--- config.mk ---
export PLATFORM = sky130hd
export DESIGN_NAME = rob_commit_ctrl
export DESIGN_NICKNAME = d
export VERILOG_FILES = /design/src/rtl/rob_commit_ctrl.sv
export SDC_FILE = /design/constraint.sdc
export NUM_CORES = 2
export LEC_CHECK = 0
export CAP_MARGIN = 5
export CORE_AREA = 3 3 346 348
export CTS_CLUSTER_DIAMETER = 150
export CTS_CLUSTER_SIZE = 8
export DETAILED_ROUTE_END_ITERATION = 16
export DIE_AREA = 0 0 349 351
export PLACE_DENSITY_LB_ADDON = 0.05
export SETUP_SLACK_MARGIN = 0.3
export SLEW_MARGIN = 30
export SYNTH_ARGS = -nofsm -noshare
export SYNTH_HDL_FRONTEND = slang
export SYNTH_SLANG_ARGS = --single-unit
--- constraint.sdc ---
create_clock -name clk -period 5.77 [get_ports clk]
set_input_delay 1.154 -clock clk [delete_from_list [all_inputs] [get_ports clk]]
set_output_delay 1.154 -clock clk [all_outputs]
set_load 0.005 [all_outputs]
--- src/rtl/rob_commit_ctrl.sv ---
// rob_commit_ctrl: in-order reorder buffer controller.
// Hands out ROB tags at issue, captures CDB results, and retires the head
// entry in program order onto the regfile commit port. Stores at head wait
// for the LSB to finish. A mispredicted branch at head retires its value,
// then raises a one-cycle flush with the redirect PC.
//
// Ports:
//   clk, rst (sync, active-high), rdy (global enable)
//   in_issue_*   : decoder allocation request; out_issue_tag = tail, out_full
//   in_cdb_*     : result broadcast (value, mispredict, target)
//   in_query_tag*/out_query_* : combinational operand lookup with CDB bypass
//   out_commit_* : registered commit pulse (reg 0 = nothing committed)
//   out_store_commit / in_store_done : LSB store handshake
//   out_xbp / out_redirect_pc : flush pulse and correct fetch PC
module rob_commit_ctrl #(
  parameter int ROB_DEPTH = 16,
  parameter int ROB_W     = 4,
  parameter int REG_W     = 5,
  parameter int DATA_W    = 32
) (
  input  logic              clk,
  input  logic              rst,
  input  logic              rdy,
  input  logic              in_issue_valid,
  input  logic [REG_W-1:0]  in_issue_dest_reg,
  input  logic              in_issue_is_store,
  input  logic [DATA_W-1:0] in_issue_pc,
  output logic [ROB_W-1:0]  out_issue_tag,
  output logic              out_full,
  input  logic              in_cdb_valid,
  input  logic [ROB_W-1:0]  in_cdb_tag,
  input  logic [DATA_W-1:0] in_cdb_value,
  input  logic              in_cdb_mispredict,
  input  logic [DATA_W-1:0] in_cdb_target,
  input  logic [ROB_W-1:0]  in_query_tag1,
  input  logic [ROB_W-1:0]  in_query_tag2,
  output logic              out_query_ready1,
  output logic              out_query_ready2,
  output logic [DATA_W-1:0] out_query_value1,
  output logic [DATA_W-1:0] out_query_value2,
  output logic [REG_W-1:0]  out_commit_reg,
  output logic [ROB_W-1:0]  out_commit_rob,
  output logic [DATA_W-1:0] out_commit_value,
  output logic              out_store_commit,
  input  logic              in_store_done,
  output logic              out_xbp,
  output logic [DATA_W-1:0] out_redirect_pc
);

  typedef enum logic [1:0] {RUN, WAIT_STORE, FLUSH} state_t;

  localparam logic [ROB_W:0]   CNT_ONE  = (ROB_W+1)'(1);
  localparam logic [ROB_W:0]   CNT_FULL = (ROB_W+1)'(ROB_DEPTH);
  localparam logic [ROB_W-1:0] PTR_ONE  = ROB_W'(1);

  state_t state, state_nxt;

  logic [ROB_DEPTH-1:0] busy, done, is_st, mis;
  logic [REG_W-1:0]     dest [ROB_DEPTH];
  logic [DATA_W-1:0]    val  [ROB_DEPTH];
  // Holds the issuing PC until a branch resolves, then the correct target.
  logic [DATA_W-1:0]    tgt  [ROB_DEPTH];

  logic [ROB_W-1:0] head, tail;
  logic [ROB_W:0]   count;

  logic alloc, wb, head_ok;
  logic retire, emit_commit, emit_store, emit_xbp;
  logic byp1, byp2;

  assign out_full      = (count == CNT_FULL);
  assign out_issue_tag = tail;

  assign alloc   = in_issue_valid && !out_full && (state != FLUSH);
  assign wb      = in_cdb_valid && busy[in_cdb_tag] && (state != FLUSH);
  assign head_ok = busy[head] && done[head];

  // Operand lookup: a result on the CDB this cycle is forwarded directly.
  assign byp1 = in_cdb_valid && (in_cdb_tag == in_query_tag1);
  assign byp2 = in_cdb_valid && (in_cdb_tag == in_query_tag2);
  assign out_query_ready1 = byp1 || (busy[in_query_tag1] && done[in_query_tag1]);
  assign out_query_ready2 = byp2 || (busy[in_query_tag2] && done[in_query_tag2]);
  assign out_query_value1 = byp1 ? in_cdb_value :
                            ((busy[in_query_tag1] && done[in_query_tag1]) ? val[in_query_tag1] : '0);
  assign out_query_value2 = byp2 ? in_cdb_value :
                            ((busy[in_query_tag2] && done[in_query_tag2]) ? val[in_query_tag2] : '0);

  always_comb begin
    state_nxt   = state;
    retire      = 1'b0;
    emit_commit = 1'b0;
    emit_store  = 1'b0;
    emit_xbp    = 1'b0;
    case (state)
      RUN: begin
        if (head_ok) begin
          if (mis[head]) begin
            // Head is not advanced: the flush cycle wipes the whole buffer.
            emit_commit = 1'b1;
            emit_xbp    = 1'b1;
            state_nxt   = FLUSH;
          end else if (is_st[head]) begin
            emit_store = 1'b1;
            state_nxt  = WAIT_STORE;
          end else begin
            emit_commit = 1'b1;
            retire      = 1'b1;
          end
        end
      end
      WAIT_STORE: begin
        if (in_store_done) begin
          retire    = 1'b1;
          state_nxt = RUN;
        end
      end
      FLUSH:   state_nxt = RUN;
      default: state_nxt = RUN;
    endcase
  end

  always_ff @(posedge clk) begin
    if (rst) begin
      state            <= RUN;
      head             <= '0;
      tail             <= '0;
      count            <= '0;
      busy             <= '0;
      done             <= '0;
      out_commit_reg   <= '0;
      out_commit_rob   <= '0;
      out_commit_value <= '0;
      out_store_commit <= 1'b0;
      out_xbp          <= 1'b0;
      out_redirect_pc  <= '0;
    end else begin
      // Commit outputs are single-cycle pulses.
      out_commit_reg   <= '0;
      out_store_commit <= 1'b0;
      out_xbp          <= 1'b0;
      if (rdy) begin
        state <= state_nxt;
        if (state == FLUSH) begin
          head  <= '0;
          tail  <= '0;
          count <= '0;
          busy  <= '0;
          done  <= '0;
        end else begin
          if (alloc) begin
            busy[tail]  <= 1'b1;
            done[tail]  <= 1'b0;
            is_st[tail] <= in_issue_is_store;
            mis[tail]   <= 1'b0;
            dest[tail]  <= in_issue_dest_reg;
            tgt[tail]   <= in_issue_pc;
            tail        <= tail + PTR_ONE;
          end
          if (wb) begin
            done[in_cdb_tag] <= 1'b1;
            val[in_cdb_tag]  <= in_cdb_value;
            mis[in_cdb_tag]  <= in_cdb_mispredict;
            tgt[in_cdb_tag]  <= in_cdb_target;
          end
          if (retire) begin
            busy[head] <= 1'b0;
            head       <= head + PTR_ONE;
          end
          case ({alloc, retire})
            2'b10:   count <= count + CNT_ONE;
            2'b01:   count <= count - CNT_ONE;
            default: count <= count;
          endcase
        end
        if (emit_commit) begin
          out_commit_reg   <= dest[head];
          out_commit_rob   <= head;
          out_commit_value <= val[head];
        end
        if (emit_store) begin
          out_commit_rob   <= head;
          out_store_commit <= 1'b1;
        end
        if (emit_xbp) begin
          out_xbp         <= 1'b1;
          out_redirect_pc <= tgt[head];
        end
      end
    end
  end

endmodule

# Word level (Yosys, flattened, before mapping)
# Memories as Yosys holds them, arrays and structs flattened. A register that Yosys moved wholly into a read port is not among the register bits.
# Index checks and enable logic that the tools add are counted.
[totals]
n_memories = 3
mem_bits_rw = 1104
inputBits = 121
register_bits = 85
[memory_table]
columns = ["memory", "depth", "width", "read_ports", "rd_ports_with_merged_regs", "wr", "line_no", "source"]
rows = [
  ["tgt", 16, 32, 1, 1, 2, "62", "logic [DATA_W-1:0] tgt [ROB_DEPTH];"],
  ["val", 16, 32, 3, 1, 1, "60", "logic [DATA_W-1:0] val [ROB_DEPTH];"],
  ["dest", 16, 5, 1, 1, 1, "59", "logic [REG_W-1:0] dest [ROB_DEPTH];"],
]
[classes]
bitwise_logic = 11
addsub = 4
mux = 87
order_cmp = 8
reduce_logical = 31
n_eq_ne = 11
[ops]
columns = ["operator", "n"]
rows = [
  ["two-way mux 16 bit", 17],
  ["two-way mux 32 bit", 4],
  ["AND 16 bit", 3],
  ["two-way mux 1 bit", 38],
  ["binary-select mux 1 bit (select 4 bit)", 9],
  ["bitwise mux 16 bit", 2],
  ["inverter 16 bit", 2],
  ["bitwise OR 16 bit", 2],
  ["< comparator 4 x 5 -> 1 bit (second input constant)", 5],
  ["two-way mux 4 bit", 6],
  ["demux 1 bit (select 4 bit)", 3],
  [">= comparator 4 x 1 -> 1 bit (second input constant)", 3],
  ["logical AND 1 bit", 12],
  ["AND reduction 2 bit", 6],
  ["one-hot mux 5 bit (2 select lines)", 1],
  ["adder 4 x 1 -> 4 bit (second input constant)", 2],
  ["equality test 4 bit", 2],
  ["two-way mux 2 bit", 4],
  ["AND reduction 4 bit", 2],
  ["!= test 2 bit (second input constant)", 3],
  ["nonzero test 2 bit", 3],
  ["adder 5 x 1 -> 5 bit (second input constant)", 1],
  ["equality test 5 bit (second input constant)", 1],
  ["two-way mux 5 bit", 1],
  ["14 further kinds", 20],
]

# Depth between registers and ports, before layout
[logic_depth]
word_depth = 13
ltp_mapped = 18

# Worst setup path after synthesis
# OpenSTA, ideal clock, no wires.
[synth_path]
path_type = "in2reg"
from = "input rdy"
to = "memory tgt[11][0] (enable)"
stages = 7
setup_time_ps = 466
arrival_ps = 4594
path_buffers = 4
path_slack_ps = 711
cell_sequence = "clkbuf_1 > nor2b_1 > nand2_1 > clkbuf_1 > clkbuf_1 > clkbuf_1 > o21ai_0"
[synth_rtl]
columns = ["element", "line_no", "source"]
rows = [
  ["start: declaration", "23", "input logic rdy,"],
  ["end: declaration", "62", ""],
]

# Worst setup path in the final report
[layout_path]
from = "input in_query_tag2[2]"
to = "output out_query_value2[31]"
[layout_between]
elab_chain_len = 5
elab_cells_between_ends = 10
[layout_rtl]
columns = ["element", "line_no", "source"]
rows = [
  ["start: declaration", "36", "input logic [ROB_W-1:0] in_query_tag2,"],
  ["binary-select mux 1 bit (select 4 bit)", "86", "((busy[in_query_tag2] && done[in_query_tag2]) ? val[in_query_tag2] : '0);"],
  ["two-way mux 1 bit (not written as such)", "86", ""],
  ["logical AND 1 bit", "86", ""],
  ["two-way mux 32 bit", "86", ""],
  ["two-way mux 32 bit (*)", "85", "assign out_query_value2 = byp2 ? in_cdb_value :"],
  ["end: declaration", "40", "output logic [DATA_W-1:0] out_query_value2,"],
]
# Mark *: on every way between the ends. The rest lies on a longest branch, timed or not. The select of a mux whose other input is x is not followed.

==> results_dict.tcl <==
set metrics [dict create \
    status "complete, no violations" \
    ir_worst_vdd_mv 0.2880 \
    grt_first_pass_wirelength_um 278300 \
    cts_root_buf "clkbuf_16" \
    crit_chain "buf_4 -> mux4_2 -> mux4_2 -> nand2b_1 -> o21ai_1 -> buf_4 -> clkdlybuf4s50_1" \
    synth-async-reset-ratio 0 \
    top_layer "met5" \
    initial_core_util 0.5490 \
    syn-num-nets 4220 \
    wl_met3_um 18120 \
    max_freq_mhz 186.8 \
    vias 40200 \
    hold_viol_final 0 \
    htreeDepth 4 \
    power.density_nw_per_um2 280.8 \
    avgViaCountPerCell 6.713 \
    track_usage 0.3130 \
    synth_edf_count 1136 \
    ys_seq_elements 1258 \
    final_nets 4434 \
    fin_crit_sh 0.9280 \
    gp_congestion 0.8746 \
    ios 267 \
    drt-pass1-iter-count 5 \
    critPathLaunchType "input port" \
    path_max_fanout 34 \
    cap_violations 0 \
    cp.arrival_ps 4200 \
    slew_viol_final 0 \
    wl_met2_um 92020 \
    clk_path_buf_depth 3 \
    layout-drive-gt1-share 0.3165 \
    cpLargestDelayFamily "multiplexers" \
    antenna_left 0 \
    ys_types 64 \
    antenna_found_initial 20 \
    final_core_util 0.6327 \
    fill_cells 8448 \
    die-width_um 349 \
    cp_data_required_time_ps 4620 \
    setup_viol 0 \
    cts_hold_buf 0 \
    hold_path.class "reg2reg" \
    tns_ps 0 \
    cts_inserted_buffers 175 \
    cts_tree "yes" \
    syn-instance-count 4089 \
    clock_sinks 1258 \
    grt_overflow 0 \
    routedWlPerCell_um 31.72 \
    synth-main-ff-cell "edfxtp_1" \
    critPathMaxStageDelay_ps 870 \
    slowest_stage "mux4_2" \
    post-cts-setup-buffers 0 \
    endpoint_kind "primary output" \
    seq_area_frac_synth 0.5715 \
    clkLatencyLatePin_ps 770 \
    yosysWarnings 0 \
    reg.largest.list "tgt: 512 flops, val: 512 flops, dest: 80 flops" \
    drt-total-wl_um 190000 \
    grt_max_degree 65 \
    avgSynthCellArea_sq_um 15.64 \
    drt_iter0_drc 4505 \
    rows 125 \
    tightest_slew_ps 1054 \
    netlist_area_sq_um 63970 \
    power_leakage_nw 23.77 \
    post_cts_resized 0 \
    fin_crit_ps 5354 \
    finClkSkew_ps 23.96 \
    clkTransAtPathRegs_ps 50 \
    worst-path-buf-inv 3 \
    dp_slack_ps 320.6 \
    dp_hpwl_um 109100 \
    dieHeight_um 351 \
    worst_slew_margin_rel 0.2897 \
    rsz0062_at_grt "false" \
    die_area_sq_um 122500 \
    critPathKind "in2out" \
    setup_ws_ps 415.7 \
    areaGrowthSynthToFinish_pct 15.25 \
    core_sq_um 116500 \
    timing.hold.ws_ps 451.4 \
    met1_length_um 73170 \
    drcViolationCount 0 \
    io_buffers 266 \
    grt_pass1_vias 40100 \
]
stage by stage:
stage | cells | power (mW) | instance area (sq um)
6_report | 5989 | 20.70 | 73730
5_1_grt | 5979 | 21.27 | 73700
4_1_cts | 5976 | 20.82 | 73690
3_5_place_dp | 5650 | 11.22 | 68560
3_3_place_gp | 5648 | 11.20 | 68500
2_1_floorplan | 4089 | 10.79 | 63970
logic make-up after synthesis:
kind of cell | after synthesis | share of synthesized area
xor gates and xnor gates | 11 | 0.001506
adders and majority gates | 10 | 0.001956
buffers and inverters | 395 | 0.02707
DFF | 1258 | 0.5715
muxes | 1016 | 0.3000
AOI/OAI and AO/OA | 256 | 0.02289
and+or+nand+nor | 1143 | 0.07507
metal layers:
metal	vias to the layer above	global-route usage
met5	-	0
met4	12	0.1114
met3	409	0.06162
met2	2262	0.5033
met1	20950	0.4317
li1	16570	-
where the power goes:
| part | internal [mW] | switching [mW] | leakage [nW] |
|---|---|---|---|
| combinational | 0.487 | 0.592 | 10.1 |
| clock | 5.77 | 3.89 | 2.43 |
| sequential | 9.95 | 0.00898 | 11.2 |
| total | 16.2 | 4.49 | 23.8 |
cell usage in the layout, fill, tap and decap left out, types with 85 or more instances in the layout:
| master | instances |
|---|---|
| a21oi_1 | 85 |
| clkbuf_16 | 178 |
| edfxtp_1 | 1136 |
| clkbuf_1 | 136 |
| mux4_2 | 689 |
| dfxtp_1 | 118 |
| mux2_2 | 312 |
| o21ai_0 | 91 |
| nand2_1 | 839 |
| clkdlybuf4s50_1 | 257 |
| buf_4 | 115 |
| nor2_1 | 101 |
layout make-up:
| class | count | area (sq um) | area share |
|---|---|---|---|
| clock buffer | 314 | 4965 | 0.06734 |
| multi-input combinational | 2436 | 25890 | 0.3511 |
| tap | 1524 | 1907 | 0.02586 |
| clock inverter | 12 | 168.9 | 0.002291 |
| antenna | 13 | 32.53 | 0.0004412 |
| timing repair buffer | 408 | 4089 | 0.05546 |
| sequential | 1258 | 36570 | 0.4960 |
| inverter | 24 | 107.6 | 0.001460 |
path summary, 6_finish.rpt:
kind | from | to | slack [ps] | cells past startpoint
max | in_query_tag2[2] | out_query_value2[31] | 420 | 7
min | out_redirect_pc[30] | out_redirect_pc[30] | 450 | 2
max reg2reg | head[0] | out_commit_value[29] | 1350 | 9
min reg2reg | out_redirect_pc[30] | out_redirect_pc[30] | 450 | 2
Yosys cell counts, types with 18 or more instances:
| master | number | area, sq um |
|---|---|---|
| edfxtp_1 | 1136 | 34110 |
| nand2_1 | 847 | 3179 |
| mux4_2 | 689 | 15520 |
| mux2_2 | 312 | 3513 |
| clkbuf_1 | 252 | 945.9 |
| dfxtp_1 | 122 | 2442 |
| o21ai_0 | 105 | 525.5 |
| nor2_1 | 101 | 379.1 |
| a21oi_1 | 85 | 425.4 |
| nand2b_1 | 77 | 481.7 |
| buf_2 | 46 | 230.2 |
| buf_1 | 43 | 161.4 |
| nand3_1 | 37 | 185.2 |
| inv_1 | 22 | 82.58 |
| buf_6 | 21 | 236.5 |
| a31oi_1 | 18 | 112.6 |
tightest hold or removal path, delay by kind of cell (launching register included):
kind            cells  cell delay, ps
flops               1             300
compound gates      1              50
simple gates        1              50
Power figures use the tool's default switching activity.
